==> src/rtl/barrido_display.sv <==
// Time-multiplexed scan driver for N common-anode 7-segment digits.
// Optional leading-zero blanking is included; anodo and catodo are registered together.
module barrido_display #(
  parameter int N_DIGITOS      = 8,
  parameter int DIV_REFRESCO   = 100000,
  parameter int SUPRIMIR_CEROS = 0
) (
  input  logic                   clk,
  input  logic                   reset,
  input  logic [4*N_DIGITOS-1:0] digitos,
  input  logic                   carga,
  input  logic                   habilitado,
  output logic [N_DIGITOS-1:0]   anodo,
  output logic [6:0]             catodo
);

  localparam int IW = $clog2(N_DIGITOS);
  localparam int PW = $clog2(DIV_REFRESCO);
  localparam logic [PW-1:0] PRESC_MAX = PW'(DIV_REFRESCO - 1);
  localparam logic [IW-1:0] IND_MAX   = IW'(N_DIGITOS - 1);

  logic [3:0]           buffer [N_DIGITOS];
  logic [PW-1:0]        presc;
  logic [IW-1:0]        indice;
  logic [IW-1:0]        indice_sig;
  logic                 avanza;
  logic [N_DIGITOS-1:0] blanco;
  logic                 racha_ceros;
  logic [N_DIGITOS-1:0] anodo_sig;
  logic [6:0]           catodo_sig;

  function automatic logic [6:0] seg7(input logic [3:0] d);
    case (d)
      4'h0:    seg7 = 7'b0000001;
      4'h1:    seg7 = 7'b1001111;
      4'h2:    seg7 = 7'b0010010;
      4'h3:    seg7 = 7'b0000110;
      4'h4:    seg7 = 7'b1001100;
      4'h5:    seg7 = 7'b0100100;
      4'h6:    seg7 = 7'b0100000;
      4'h7:    seg7 = 7'b0001111;
      4'h8:    seg7 = 7'b0000000;
      4'h9:    seg7 = 7'b0000100;
      4'hA:    seg7 = 7'b1111110;
      default: seg7 = 7'b1111111;
    endcase
  endfunction

  // carga is a plain level strobe: every edge with carga=1 captures digitos.
  always_ff @(posedge clk) begin
    if (reset) begin
      for (int i = 0; i < N_DIGITOS; i++) buffer[i] <= '0;
    end else if (carga) begin
      for (int i = 0; i < N_DIGITOS; i++) buffer[i] <= digitos[4*i +: 4];
    end
  end

  always_comb begin
    avanza     = (presc == PRESC_MAX);
    indice_sig = indice;
    if (avanza) indice_sig = (indice == IND_MAX) ? '0 : indice + 1'b1;
  end

  always_ff @(posedge clk) begin
    if (reset) begin
      presc  <= '0;
      indice <= '0;
    end else begin
      presc  <= avanza ? '0 : presc + 1'b1;
      indice <= indice_sig;
    end
  end

  // Walk down from the top digit; the run of zeros ends at the first nonzero code (minus included).
  always_comb begin
    blanco      = '0;
    racha_ceros = 1'b1;
    for (int i = N_DIGITOS - 1; i >= 0; i--) begin
      racha_ceros = racha_ceros && (buffer[i] == 4'h0);
      blanco[i]   = (SUPRIMIR_CEROS != 0) && (i != 0) && racha_ceros;
    end
  end

  always_comb begin
    anodo_sig  = ~(N_DIGITOS'(1) << indice_sig);
    catodo_sig = blanco[indice_sig] ? 7'b1111111 : seg7(buffer[indice_sig]);
  end

  always_ff @(posedge clk) begin
    if (reset || !habilitado) begin
      anodo  <= '1;
      catodo <= 7'b1111111;
    end else begin
      anodo  <= anodo_sig;
      catodo <= catodo_sig;
    end
  end

endmodule

==> config.mk <==
export PLATFORM = sky130hd
export DESIGN_NAME = barrido_display
export DESIGN_NICKNAME = d
export VERILOG_FILES = /design/src/rtl/barrido_display.sv
export SDC_FILE = /design/constraint.sdc
export NUM_CORES = 1
export LEC_CHECK = 0
export BUFFER_PORTS_ARGS = -buffer_cell sky130_fd_sc_hd__buf_4
export CORE_ASPECT_RATIO = 0.7
export CORE_MARGIN = 1.5
export CORE_UTILIZATION = 55
export CTS_BUF_LIST = sky130_fd_sc_hd__clkbuf_16
export DETAILED_ROUTE_END_ITERATION = 8
export PLACE_DENSITY = 0.82
export SLEW_MARGIN = 20
export SYNTH_ARGS = -nofsm -noshare
export SYNTH_HDL_FRONTEND = slang
export SYNTH_SLANG_ARGS = --single-unit
==> constraint.sdc <==
create_clock -name clk -period 3.4 [get_ports clk]
set_clock_uncertainty 0.1 [all_clocks]
set_input_delay 0.68 -clock clk [delete_from_list [all_inputs] [get_ports clk]]
set_output_delay 0.68 -clock clk [all_outputs]
set_load 0.005 [all_outputs]
* Yosys cells after proc, flatten, opt, wreduce, memory -nomap -nowiden *
Memories as Yosys holds them, arrays and structs flattened. A register that Yosys moved wholly into a read port is not among the register bits.
Index checks and enable logic that the tools add are counted.

cells by class
  add/sub/neg operators = 2
  multipliers = 0
  divide/modulo/power cells = 0
  order comparisons = 1
  equal/unequal tests = 2
  shifts and indexed selects = 1
  muxes and demuxes = 16
  bitwise operators = 9
  reduce and logical (&&, ||, !) cells = 4

operators by type and width
  operator                                            number
  two-way mux 4 bit                                   8
  adder 17 x 1 -> 17 bit, second input constant       1
  == test 17 bit, second input constant               1
  inverter 8 bit                                      1
  bitwise OR 1 bit                                    8
  << shifter 1 x 3 -> 8 bit, first input constant     1
  two-way mux 1 bit                                   6
  two-way mux 3 bit                                   2
  < comparator 3 x 4 -> 1 bit, second input constant  1
  OR reduction 2 bit                                  2
  adder 3 x 1 -> 3 bit, second input constant         1
  == test 3 bit, second input constant                1
  logical NOT 1 bit                                   1
  logical OR 1 bit                                    1

word-level totals
  flip-flop bits (word level) = 28
  bits in latches = 0
  bits in writable memories = 32
  memory bits (read-only) = 120
  input bits = 36
  output and inout port bits = 15
  memories kept = 3

memories
  name             words  width  read ports  clocked after Yosys merged registers in  wr ports  RTL line  text
  (no name shown)  16     7      1           1                                        0         33        case (d)
  buffer           8      4      1           0                                        8         22        logic [3:0] buffer [N_DIGITOS];
  (no name shown)  8      1      1           0                                        0         86        catodo_sig = blanco[indice_sig] ? 7'b1111111 : seg7(buffer[indice_sig]);

* Depth between registers and ports, before layout *
Gate-level depths: netlist of the first run.

  depth in word-level cells = 6
  depth in mapped cells = 14
  depth with buffers taken out = 13

* Worst setup path before layout of the first run *
No wires, ideal clock.

  path kind = flip-flop to flip-flop
  start = register presc[0]
  end = register catodo[3]
  library setup time = 0.114 ns
  arrival time = 2.902 ns
  setup slack = 0.284 ns
  cell stages (with the launch flop) = 12
  path buffers = 0
  clock period less this slack = 3.116 ns
  path through = dfxtp_1 ha_1 and4_1 nand4_4 mux2i_2 mux2_1 o221a_1 a21oi_1 inv_1 ha_1 mux2_1 a21o_1

on the way
  longest elaborated chain between the ends = 5
  elaborated cells between the ends (all ways) = 6
  those cells by class = eq/ne (1); mux (2); reduce/logical (1); memory (2)

RTL lines
  item                                     RTL line  text
  start, declared                          23        logic [PW-1:0] presc;
  start signal, assigned                   69        presc <= avanza ? '0 : presc + 1'b1;
  == test 17 bit (*)                       59        avanza = (presc == PRESC_MAX);
  two-way mux 3 bit (*)                    61        if (avanza) indice_sig = (indice == IND_MAX) ? '0 : indice + 1'b1;
  memory (8 x 1 bit)                       --
  two-way mux 1 bit (not written as such)  86
  OR reduction 2 bit (no source line)      --
  end, declared                            14        output logic [6:0] catodo

Mark *: on every way between the ends. The rest lies on a longest branch, timed or not. The select of a mux whose other input is x is not followed.
A chain may end at the register's enable or synchronous reset.

* Final worst setup path of the first run *
Ends and elaborated chain as after synthesis.

==> impl_metrics.toml, run 1 <==
[synth]
synth_warnings = 0
syn_avg_cell_area_um2 = 11.33
ys_seq_area_frac = 0.5533
syn-cell-area_um2 = 3003
synth-edff-count = 32
synth_seq_cells = 67
synthFlopType = "dfxtp_1"
synth_commonest_cells = "dfxtp_1, edfxtp_1, and2_1"
synth_area_leaders = "edfxtp_1, dfxtp_1, and2_1, ha_1, mux2i_1"
async_flop_share = 0
yosysMostFrequentCell = "dfxtp_1"
yosysTopAreaCell = "edfxtp_1"
yosysUniqueCellTypes = 44
synth_nets = 310
yosysTopAreaCellShare = 0.3200
synthCells = 265

[global_routing]
grt_pass1_vias = 2016
grt_start_max_net_pins = 33
track_usage = 0.2190
grt_pass1_wl_mm = 9.556
gr-total-overflow = 0
antenna_found_initial = 0

[critical_path]
worstPathCellList = "ha_1 -> and4_2 -> nand4_4 -> mux2i_2 -> mux2_1 -> o221a_1 -> a21oi_1 -> inv_1 -> ha_1 -> mux2_1 -> a21o_1"
worstPathMaxFanout = 7
critPathLaunchType = "register"
cp.arrival_ns = 3.40
max_stage_delay_ns = 0.38
end_kind = "register"
critical-path-slowest-cell = "dfxtp_1"
crit_type = "register to register"
worst_ep_required_time_ns = 3.51
r2r_slack_ns = 0.12

[layout]
drive_above_1_share = 0.2643
final_cells = 405
n_antenna_cell = 0
synthToLayoutAreaGrowth_pct = 26.38
layout.nets = 373

[floorplan]
fp.coreArea_um2 = 5258
placement_rows = 22
die_h_um = 64.82
die-area_um2 = 5919
io_pins = 51
initial_utilization = 0.5712
die_w_um = 91.32

[power]
power.density_nw_per_um2 = 503.0
peakVddDrop_mv = 0.3250
p_leak_nw = 1.627

[timing]
setup_tns_ns = 0
fin_crit_ns = 3.285
worst_pin_slew_ns = 0.7241
slew-limit-headroom = 0.5173
setup_viol = 0
timing.final.crit_share = 0.9661
hold_viol_final = 0
drv_slew = 0
max_freq_mhz = 304.4

[hold_path]
hold_path.class = "register to register"

[run]
cap_violations = 0

[detailed_routing]
drtAntennaViolNets = 0
drt-vias-per-instance = 5.291
wl_per_cell_um = 14.92
drt_pre_antenna_iters = 4
vias = 2143
drc = 0
drtIter0Drc = 122
wl_mm = 6.042

[place]
port_buffers = 50
finalWeightedCongestion = 0.7399
dp_hpwl_mm = 4.118
dp_cells = 384

[clock_network]
cts_buffers = 9
cts_max_level = 3
cts_tree = "built"
cts-root-buf = "clkbuf_16"
cts.sinks = 67
insertion_delay_ns = 0.33
clk_pin_slew_ns = 0.05
cts_buffer_depth = 2

[outcome]
status = "complete, no violations"
-- through the flow --
| step | total power [mW] | utilization | hold slack (ns) | area (µm²) | worst slack, ns |
|---|---|---|---|---|---|
| 2_1_floorplan | 0.9860 | - | 0.3260 | 3003 | 0.2839 |
| 3_3_place_gp | 1.046 | 0.6594 | 0.3416 | 3467 | 0.2646 |
| 3_5_place_dp | 1.051 | 0.6594 | 0.3457 | 3467 | 0.1036 |
| 4_1_cts | 1.922 | 0.7137 | 0.3622 | 3752 | 0.07882 |
| 5_1_grt | 1.977 | 0.7218 | 0.4030 | 3795 | -0.06891 |
| 6_report | 1.909 | 0.7218 | 0.3733 | 3795 | 0.1152 |
-- where the power goes --
part,internal (mW),switching [mW]
Clock,0.556,0.316
Sequential,0.892,0.0164
Combinational,0.0694,0.0596
Total,1.52,0.392
-- sequential cells by signal, summed over array words and instances (netlist names) --
name and count:
anodo 8, buffer 32, catodo 7, indice 3
presc 17
-- worst paths after layout --
| path | start | to | depth (start not counted) |
|---|---|---|---|
| worst max-delay path | presc[0]$_SDFF_PP0_ | catodo[3]$_SDFF_PP1_ | 11 |
| worst min-delay path | presc[0]$_SDFF_PP0_ | presc[0]$_SDFF_PP0_ | 1 |
| worst max register to register | presc[0]$_SDFF_PP0_ | catodo[3]$_SDFF_PP1_ | 11 |
| worst min register to register | presc[0]$_SDFF_PP0_ | presc[0]$_SDFF_PP0_ | 1 |
-- area by class of cell --
class / instances / area (µm²)
clock buffer: 9 / 225.2
clock inverter: 7 / 60.06
fill: 381 / 1463
inverter: 7 / 26.28
multi-input combinational: 181 / 1262
sequential: 67 / 1662
tap: 72 / 90.09
timing repair buffer: 62 / 469.2
-- repair_timing --
action	4_1_cts	5_1_grt
gates resized for setup	0	2
hold buffers	0	0
setup buffers	0	5
endpoints found under the setup margin	0	2
-- layer usage --
| layer | up-vias | global-route usage | wire (µm) |
|---|---|---|---|
| met5 | - | 0 | 0 |
| met4 | 0 | 0.08594 | 115 |
| met3 | 10 | 0.08451 | 463 |
| met2 | 76 | 0.3293 | 2823 |
| met1 | 996 | 0.2864 | 2640 |
| li1 | 1061 | - | - |
-- kinds of logic after synthesis --
logic type	synth area share
AO/OA/AOI/OAI	0.07083
XOR/XNOR	0.03500
adder cells (fa/ha/maj)	0.03750
buffers and inverters	0.02667
flip-flops	0.5533
multiplexers	0.06375
AND/OR/NAND/NOR	0.2129
-- placed cells by master (no fill, tap or decap), types with 2 or more instances in the layout --
cell        netlist  final
dfxtp_1          35     35
a21o_1            3      3
and3_1            3      3
xnor2_1           2      2
edfxtp_1         32     32
clkinvlp_4        0      2
nor2_1           17     17
xor2_1           10     10
inv_1             7      8
buf_4             0     61
o2111ai_1         2      2
clkinv_1          0      3
a21oi_1           9      9
nand3_1          13     13
and4b_1           2      2
nand2_2           2      2
and2_1           25     25
mux2i_1          11     11
nor2b_1          12     12
o21ai_0           4      4
ha_1              9      9
or3_1             4      4
o211ai_1          2      2
or2_2             2      2
o221a_1           2      2
nor3_1            2      2
a31oi_1           2      2
mux2_1            3      3
nand2_1          21     21
clkbuf_16         0      9
nand4_1           3      3
mux2_2            3      3
-- worst max-delay path: cells and delay by family (launching register included) --
family                   cells  cell delay, ns
buffers and inverters        1            0.11
flip-flops                   1            0.38
AND/OR/NAND/NOR              2            0.50
AO/OA/AOI/OAI                3            0.61
adder cells (fa/ha/maj)      2            0.53
multiplexers                 3            0.93
Note: power is estimated with default switching activity, not from simulation.
==> run 2: changes to the inputs <==
--- a/config.mk
+++ b/config.mk
@@ -11,7 +11,7 @@
 export CORE_UTILIZATION = 55
 export CTS_BUF_LIST = sky130_fd_sc_hd__clkbuf_16
 export DETAILED_ROUTE_END_ITERATION = 8
-export PLACE_DENSITY = 0.82
+export PLACE_DENSITY_LB_ADDON = 0.1
 export SLEW_MARGIN = 20
 export SYNTH_ARGS = -nofsm -noshare
 export SYNTH_HDL_FRONTEND = slang
==> constraint.sdc (replaced) <==
create_clock -name clk -period 3.4 [get_ports clk]
set_clock_uncertainty 0.1 [all_clocks]
set_input_delay 0.68 -clock clk [delete_from_list [all_inputs] [get_ports clk]]
set_output_delay 0.68 -clock clk [all_outputs]
set_load 0.05 [all_outputs]
==> run 2 against run 1 <==
Against the previous run:
- critical path depth unchanged
- sequential power about the same
- routed wire length decreased by 5.1%
- critical path type unchanged
- critical endpoint unchanged
==> impl_metrics.toml, run 2 (synthesis gave the netlist of run 1 again) <==
[outcome]
status = "complete, no violations"

[floorplan]
die-area_um2 = 5919
placement_rows = 22
initial_utilization = 0.5712
die_w_um = 91.32
die_h_um = 64.82
fp.coreArea_um2 = 5258
io_pins = 51

[power]
power.density_nw_per_um2 = 532.3
p_sw_uw = 424.3
pwr-share-seq = 0.448
p_int_mw = 1.600
peakVddDrop_mv = 0.3359
p_leak_nw = 1.631
power_mw = 2.025
sw_frac_of_total = 0.2096
pwr-share-clk = 0.477
p_comb_frac = 0.076

[layout]
ff_latch_area_um2 = 1662
most-common-layout-cells = "buf_4, dfxtp_1, edfxtp_1"
layout_commonest_cell = "buf_4"
n_antenna_cell = 0
multi_input_area_um2 = 1271
largest_register = "buffer"
nFillCells = 383
drive_above_1_share = 0.2622
largest_reg_flops = 32
top_regs = "buffer (32), presc (17), anodo (8)"
synthToLayoutAreaGrowth_pct = 26.67
layout.nets = 368

[global_routing]
gr-total-overflow = 0
antenna_found_initial = 0
grt_pass1_vias = 1916
grt_start_max_net_pins = 33
track_usage = 0.2122
grt_pass1_wl_mm = 9.232

[detailed_routing]
drt_pre_antenna_iters = 4
wl_per_cell_um = 14.34
drtIter0Drc = 105
vias = 2072
drc = 0
drt-vias-per-instance = 5.180
wl_mm = 5.734
drtAntennaViolNets = 0

[clock_network]
hold_buffers = 0
cts_tree = "built"
cts_max_level = 3
cts.sinks = 67
cts_buffer_depth = 2
insertion_delay_ns = 0.33
cts_buffers = 9
clk_pin_slew_ns = 0.05
cts-root-buf = "clkbuf_16"

[timing]
fin_crit_ns = 3.202
timing.final.crit_share = 0.9416
drv_slew = 0
slew-limit-headroom = 0.5151
setup_tns_ns = 0
worst_pin_slew_ns = 0.7274
rsz0062_at_grt = "false"
setup_viol = 0
hold_viol_final = 0
max_freq_mhz = 312.3

[critical_path]
critPathLaunchType = "register"
worstPathMaxFanout = 7
worst_ep_required_time_ns = 3.52
cp.arrival_ns = 3.32
crit_type = "register to register"
end_kind = "register"

[place]
dp_hpwl_mm = 4.003
finalWeightedCongestion = 0.8339
port_buffers = 50

[hold_path]
hold_path.class = "register to register"

[run]
cap_violations = 0
-- run 2: cell types whose count changed in the layout (fill, tap and decap cells not counted) --
cell	change
buf_4	-5
buf_6	-1
buf_8	+1
bufinv_16	+1
clkinv_1	-3
clkinv_2	+1
clkinv_4	+2
clkinvlp_4	-1
mux2i_2	-1
mux2i_4	+1
-- run 2: cell type report --
| class | count | share of cell area |
|---|---|---|
| repair buffers | 57 | 0.1145 |
| flip-flops and latches | 67 | 0.4368 |
| well taps | 72 | 0.02368 |
| inverters | 7 | 0.006908 |
| multi-input cells | 181 | 0.3342 |
| clock inverters | 7 | 0.02467 |
| clock buffers | 9 | 0.05921 |
-- run 2: metal layers --
layer | part of all wire | track usage | vias to the layer above
met4 | 0.021 | 0.09961 | 0
met3 | 0.056 | 0.06808 | 13
li1 | - | - | 1048
met2 | 0.44 | 0.3032 | 65
met5 | 0 | 0 | -
met1 | 0.49 | 0.2931 | 946
-- run 2: power by group through the flow --
stage	clock, mW	sequential (mW)	combinational (mW)
3_3_place_gp	0	0.923	0.150
2_1_floorplan	0	0.942	0.0680
4_1_cts	0.977	0.907	0.154
3_5_place_dp	0	0.923	0.153
6_report	0.965	0.906	0.153
5_1_grt	1.02	0.910	0.166
-- run 2: worst paths after layout --
check,from,to,slack [ns],depth (start not counted)
max,presc[0]$_SDFF_PP0_,catodo[3]$_SDFF_PP1_,0.20,11
max reg2reg,presc[0]$_SDFF_PP0_,catodo[3]$_SDFF_PP1_,0.20,11
min reg2reg,presc[0]$_SDFF_PP0_,presc[0]$_SDFF_PP0_,0.36,1
min,presc[0]$_SDFF_PP0_,presc[0]$_SDFF_PP0_,0.36,1
-- run 2: worst max-delay path, cell delays in order (launching register included) --
cell and delay, ns:
dfxtp_1 0.37, ha_1 0.22, and4_2 0.32, nand4_4 0.21
mux2i_4 0.25, mux2_1 0.35, o221a_1 0.24, a21oi_1 0.17
inv_1 0.10, ha_1 0.30, mux2_1 0.28, a21o_1 0.18
-- run 2: repair_timing --
action / CTS / global route
endpoints found under the setup margin: 0 / 2
buffers inserted: 0 / 0
resized for setup: 0 / 4
-- run 2: per-stage QoR --
stage / utilization / hold WS [ns] / instances / setup slack, ns / instance area [µm²]
after floorplan: - / 0.3260 / 265 / 0.2839 / 3003
after global placement: 0.6594 / 0.3422 / 384 / 0.2623 / 3467
after detailed placement: 0.6594 / 0.3549 / 384 / 0.1089 / 3467
after CTS: 0.7201 / 0.3678 / 400 / 0.05651 / 3786
after global routing: 0.7235 / 0.4057 / 400 / 0.01260 / 3804
final: 0.7235 / 0.3649 / 400 / 0.1984 / 3804
